### src/rtl/c1_conv_scheduler.sv
// c1_conv_scheduler: walks C1 output rows/maps/cols, issuing feature and kernel reads
// with a one-cycle-delayed convolver enable and a window reload between rows.
module c1_conv_scheduler #(
  parameter int IMAGE = 32,
  parameter int KERNEL_SIZE = 5,
  parameter int C1_MAPS = 6
) (
  input  logic clk,
  input  logic rst,
  input  logic start,
  input  logic load_down,
  input  logic hold,
  output logic row_req,
  output logic [$clog2(IMAGE)-1:0] req_row,
  output logic [$clog2(IMAGE)-1:0] feat_addr,
  output logic [((C1_MAPS > 1) ? $clog2(C1_MAPS) : 1)-1:0] kern_addr,
  output logic conv_en,
  output logic [$clog2(IMAGE)-1:0] out_row,
  output logic [$clog2(IMAGE)-1:0] out_col,
  output logic [((C1_MAPS > 1) ? $clog2(C1_MAPS) : 1)-1:0] out_map,
  output logic busy,
  output logic done
);
  localparam int OUT_SIZE = IMAGE - KERNEL_SIZE + 1;
  localparam int ADDR_WIDTH = $clog2(IMAGE);
  localparam int MAP_WIDTH = (C1_MAPS > 1) ? $clog2(C1_MAPS) : 1;
  localparam logic [ADDR_WIDTH-1:0] LAST = ADDR_WIDTH'(OUT_SIZE - 1);
  localparam logic [MAP_WIDTH-1:0] MAP_LAST = MAP_WIDTH'(C1_MAPS - 1);
  typedef enum logic [2:0] {IDLE, WAIT_LOAD, RUN, FLUSH, DONE} state_t;
  state_t state, state_n;
  logic [ADDR_WIDTH-1:0] row, col;
  logic [MAP_WIDTH-1:0] map;
  logic issue, col_last, map_last, row_last;
  always_comb begin
    issue = state == RUN && !hold;
    col_last = col == LAST;
    map_last = map == MAP_LAST;
    row_last = row == LAST;
    state_n = state;
    case (state)
      IDLE:      state_n = start ? WAIT_LOAD : IDLE;
      WAIT_LOAD: state_n = load_down ? RUN : WAIT_LOAD;
      RUN:       state_n = (issue && col_last && map_last) ? (row_last ? FLUSH : WAIT_LOAD) : RUN;
      FLUSH:     state_n = DONE;
      default:   state_n = IDLE;
    endcase
  end
  // the row counter wraps to 0 on the final issue so it never leaves its range
  always_ff @(posedge clk) begin
    if (!rst) begin
      state <= IDLE;
      row <= '0;
      col <= '0;
      map <= '0;
      conv_en <= 1'b0;
      out_row <= '0;
      out_col <= '0;
      out_map <= '0;
    end else begin
      state <= state_n;
      conv_en <= issue;
      if (state == IDLE && start) begin
        row <= '0;
        col <= '0;
        map <= '0;
      end
      if (issue) begin
        out_row <= row;
        out_col <= col;
        out_map <= map;
        col <= col_last ? '0 : col + ADDR_WIDTH'(1);
        if (col_last) map <= map_last ? '0 : map + MAP_WIDTH'(1);
        if (col_last && map_last) row <= row_last ? '0 : row + ADDR_WIDTH'(1);
      end
    end
  end
  assign row_req = state == WAIT_LOAD;
  assign req_row = row;
  assign feat_addr = col;
  assign kern_addr = map;
  assign busy = state != IDLE;
  assign done = state == DONE;
endmodule

### config.mk
export PLATFORM = sky130hd
export DESIGN_NAME = c1_conv_scheduler
export DESIGN_NICKNAME = d
export VERILOG_FILES = /design/src/rtl/c1_conv_scheduler.sv
export SDC_FILE = /design/constraint.sdc
export NUM_CORES = 1
export LEC_CHECK = 0
export BUFFER_PORTS_ARGS = -buffer_cell sky130_fd_sc_hd__buf_2
export CAP_MARGIN = 20
export CORE_UTILIZATION = 40
export CTS_BUF_LIST = sky130_fd_sc_hd__clkbuf_8
export CTS_CLUSTER_DIAMETER = 60
export DETAILED_ROUTE_END_ITERATION = 7
export PLACE_DENSITY_LB_ADDON = 0.05
export SETUP_SLACK_MARGIN = 0.05
export SKIP_LAST_GASP = 1
export SLEW_MARGIN = 0
export SYNTH_ARGS = -nofsm -noshare
export SYNTH_HDL_FRONTEND = slang
export SYNTH_SLANG_ARGS = --single-unit
### constraint.sdc
create_clock -name clk -period 1.8 [get_ports clk]
set_clock_uncertainty 0.2 [all_clocks]
set_input_delay 0.09 -clock clk [delete_from_list [all_inputs] [get_ports clk]]
set_output_delay 0.09 -clock clk [all_outputs]
set_load 0.1 [all_outputs]
## Word level (Yosys, flattened, before mapping)

Index checks and enable logic that the tools add are counted.

- Flip-flop bits (word level): 30
- Output and inout port bits: 30
- Logic and storage cells: 43
- Bits of input ports: 5

- $add $sub $neg: 3
- Mux-type cells: 16
- Eq/ne operators: 7
- Reduce and logical (&&, ||, !) cells: 9

Operators by type and width:

| operator | number |
|---|---|
| 5-bit two-way mux | 7 |
| 3-bit two-way mux | 4 |
| 3-bit one-hot mux with 4 select lines | 1 |
| 5-bit by 1-bit adder with 5-bit output, second input constant | 2 |
| 5-bit == test, second input constant | 2 |
| 3-bit by 2-bit == test with 1-bit output, second input constant | 2 |
| 3-bit == test, second input constant | 2 |
| 2-bit two-way mux | 3 |
| 1-bit logical AND | 5 |
| 3-bit by 1-bit adder with 3-bit output, second input constant | 1 |
| 3-bit by 1-bit == test with 1-bit output, second input constant | 1 |
| 3-bit logical NOT | 1 |
| 3-bit nonzero test | 1 |
| 2-bit nonzero test | 1 |
| 1-bit logical NOT | 1 |
| 1-bit two-way mux | 1 |

## Longest topological paths before layout

- Depth after elaboration: 6
- Mapped depth: 7
- Gate-level depth less buffers: 5

## Worst setup path after synthesis

Ideal clock, no wire load.

- Path kind: register -> output
- From: register state[2]
- To: output port done
- Path buffers: 1
- Path slack: -1174 ps
- Stages on the path, launching flop included: 3
- Required time: 1510 ps
- Data arrival time: 2684 ps
- Cells stage by stage: dfxtp_1 buf_2 nor3b_1

- Longest elaborated chain between the ends: 1

Ends and longest elaborated chain:

| what | RTL line | RTL |
|---|---|---|
| start: declaration | 30 | `state_t state, state_n;` |
| start signal: assignment | 60 | `state <= state_n;` |
| 3-bit == test | 82 | `assign done = state == DONE;` |
| end: declaration | 22 | `output logic done` |

Every way passes these cells.

## Worst setup path after layout

- From: register state[0]
- To: register col[3], in the netlist feat_addr[3]

- Longest elaborated chain between the ends: 3
- Elaborated cells between the ends (all ways): 6
- Classes of those cells: eq/ne: 1; mux: 1; reduce/logical: 4

Ends and longest elaborated chain:

| what | RTL line | RTL |
|---|---|---|
| 3-bit by 2-bit == test with 1-bit output or 3-bit logical NOT (tied branches) | 35, 62 |  |
| 1-bit logical AND, on equally long branches | 35, 62 |  |
| 5-bit two-way mux or 2-bit nonzero test (tied branches) | - |  |
| end signal: assignment | 71 | `col <= col_last ? '0 : col + ADDR_WIDTH'(1);` |
| end: declaration | 31 | `logic [ADDR_WIDTH-1:0] row, col;` |

Several ways; a longest one is shown, not always the timed one.
A chain may end at the register's enable or synchronous reset.

==> results by group <==
Run status
  • Outcome: completed

Floorplanning
  • Die Y: 61.9 um
  • Initial Util: a little over two fifths
  • CORE AREA: between 3000 and 4000 sq um
  • Die X: 61.9 um
  • Die ar.: 3830 sq um
  • IO Pins: 35
  • # rows: 21

Logic synthesis
  • Synth Register Bits: 30
  • YS warnings: 0
  • Mapped Cells: 166
  • Sequential area share after synthesis: between 40% and 50%
  • Number of synthesized flops with an enable pin: 0
  • Post-synthesis cell area: 1430 sq um
  • Most used DFF post-synth: dfxtp_1
  • Async set or reset register ratio after synthesis: 0%
  • Avg Cell Area, Syn: 8.64 sq um
  • Syn nets: 173
  • Number of unique standard cell types used by synthesis: 36

STA
  • Max Slew Vio Count: 0
  • Slew @ Worst Pin: about 0.49 ns
  • Relative slew slack: 67.7%
  • Slack of the critical path: 0.0541 ns
  • Maximum clock rate: between 500 and 600 MHz
  • RSZ-0062 raised after global routing: true
  • Final hold vios: 0
  • Period utilization: 97.0%
  • Post-layout minimum cycle time: 1.75 ns
  • # setup viols final: 0
  • Final TNS setup: 0 ns

Critical path
  • Arrival time of the worst setup path: 1.75 ns
  • Critical path class: register to register
  • Crit. End Element: register
  • CP Launch Type: register
  • Crit Path Max Fanout: 7
  • Reg2Reg Depth: 5
  • Worst EP required: 1.81 ns

Placement
  • # port buffers: 34
  • GP Congestion: about 0.75
  • Detailed placement HPWL: 2330 um
  • Placed Instances: 246
  • Pre-CTS WS: roughly 0.022 ns

Drt
  • Post-DR wirelength/cell: 12.7 um
  • ANT nets after route: 0
  • Via/cell ratio: slightly above 5
  • First drt pass iteration count: 4
  • Initial drt markers: 66
  • DRC: 0
  • Total wire length: 3300 um
  • Via count: 1335

Clock tree
  • CTS buffer count: 5
  • CTS clock-pin slew for the worst setup and hold paths: roughly 0.070 ns
  • Root buffer cell: clkbuf_8
  • CTS tree: yes
  • Clk sink count: 30
  • H-tree levels: 2
  • Maximum clock path buffer count: 2
  • Clk Latency, worst-skew pair: approximately 0.28 ns

Power and ir drop
  • Total power: around 1.4 mW
  • Lkg Pwr: a little over 0.8 nW
  • PwrDens: 716 nW/um^2
  • Worst-case vdd ir drop: 0.407 mV

Global route
  • GRT Util Overall: 18.4%
  • Total congestion overflow: 0
  • Vias in the first global route: 1172
  • Initial antenna violation count: 0
  • Global-route wire length before repair: 5090 um
  • Largest net degree at the start of global routing: 32

Finish
  • Filler Cell Count: 325
  • Commonest non-fill, non-tap cell in the layout: nand2_1
  • Non-Filler Instances: 260
  • Synthesis-to-layout area growth: 34.5%
  • Commonest non-fill, non-tap cells in the layout: nand2_1 (40), buf_2 (34), a21boi_1 (19), dfxtp_1 (16), buf_4 (13)
  • Layout cell share with drive strength beyond 1: about two fifths
  • # diodes: 0
  • Final #Nets: 220

Hold path
  • Hold Path Cell Cnt: 3
  • Min-delay worst type: input port to register

Job
  • Max-cap violation count: 0
-- report_power, final --
part	internal, mW	switching, mW
combinational	0.0480	0.102
clock	0.307	0.259
sequential	0.658	0.00607
-- registers in the layout, indices dropped and copies added (netlist names) --
| name | count |
|---|---|
| req_row | 5 |
| out_col | 5 |
| out_row | 5 |
| state | 3 |
| kern_addr | 3 |
| feat_addr | 5 |
| out_map | 3 |
| conv_en | 1 |
-- what timing repair did --
| action | in CTS | in global routing |
|---|---|---|
| endpoints found under the setup margin | 6 | 18 |
| buffers inserted | 3 | 1 |
| endpoints found under the hold margin | 4 | 0 |
| pin swaps | 3 | 2 |
| gates resized for setup | 5 | 3 |
| hold buffers | 2 | 0 |
-- routing by layer --
layer / GRT usage (%) / part of all wire, % / up-vias
li1: - / - / 671
met1: 21.5 / 45 / 635
met2: 32.4 / 51 / 23
met3: 3.73 / 2.4 / 6
met4: 7.94 / 1.3 / 0
met5: 0 / 0 / -
-- cell usage after synthesis, types with 3 or more instances --
library cell	instances	area, sq um
a21boi_1	19	143
a21oi_1	6	30.0
a31oi_1	3	18.8
buf_6	3	33.8
clkbuf_1	5	18.8
dfxtp_1	30	601
nand2_1	41	154
nand3_1	5	25.0
nand3b_1	3	22.5
nand4b_1	6	52.6
nor2_1	5	18.8
nor2b_1	3	18.8
nor3_2	3	30.0
o21ai_1	4	20.0
-- critical path, stage by stage, from the launching register on --
cell and delay [ns]:
dfxtp_4 0.36, or4b_4 0.60, buf_4 0.17, nor3_2 0.15, a31oi_1 0.05, a21boi_1 0.13
-- final timing paths --
path / startpoint / slack, ns / endpoint
worst max-delay path: state[0] / 0.05 / feat_addr[3]
worst max register to register: state[0] / 0.05 / feat_addr[3]
worst min-delay path: rst / 0.09 / req_row[0]
worst min register to register: out_row[1] / 0.25 / out_row[1]
-- area by class of cell --
| class | count | area (sq um) | area share, % |
|---|---|---|---|
| flip-flops and latches | 30 | 638 | 33.1 |
| inverters | 2 | 7.51 | 0.389 |
| clock buffers | 6 | 82.6 | 4.28 |
| clock inverters | 2 | 12.5 | 0.649 |
| multi-input cells | 123 | 820 | 42.5 |
| repair buffers | 51 | 310 | 16.1 |
| well taps | 46 | 57.6 | 2.99 |
-- metrics by stage --
step | cell area (sq um) | hold WS, ns | util (%)
final | 1930 | 0.0931 | 56.9
after global placement | 1750 | 0.178 | 51.8
after detailed placement | 1750 | 0.180 | 51.8
after floorplan | 1540 | 0.0469 | -
after CTS | 1910 | 0.0789 | 56.3
after global routing | 1930 | 0.128 | 56.9
-- cell families after synthesis --
family | count (synthesis) | share of synthesized area (%)
xor gates and xnor gates | 1 | 0.611
adders and majority gates | 2 | 1.74
DFF | 30 | 41.9
buffers and inverters | 13 | 5.41
and+or+nand+nor | 83 | 33.1
AOI/OAI and AO/OA | 37 | 17.3
Note: power is estimated with default switching activity, not from simulation.
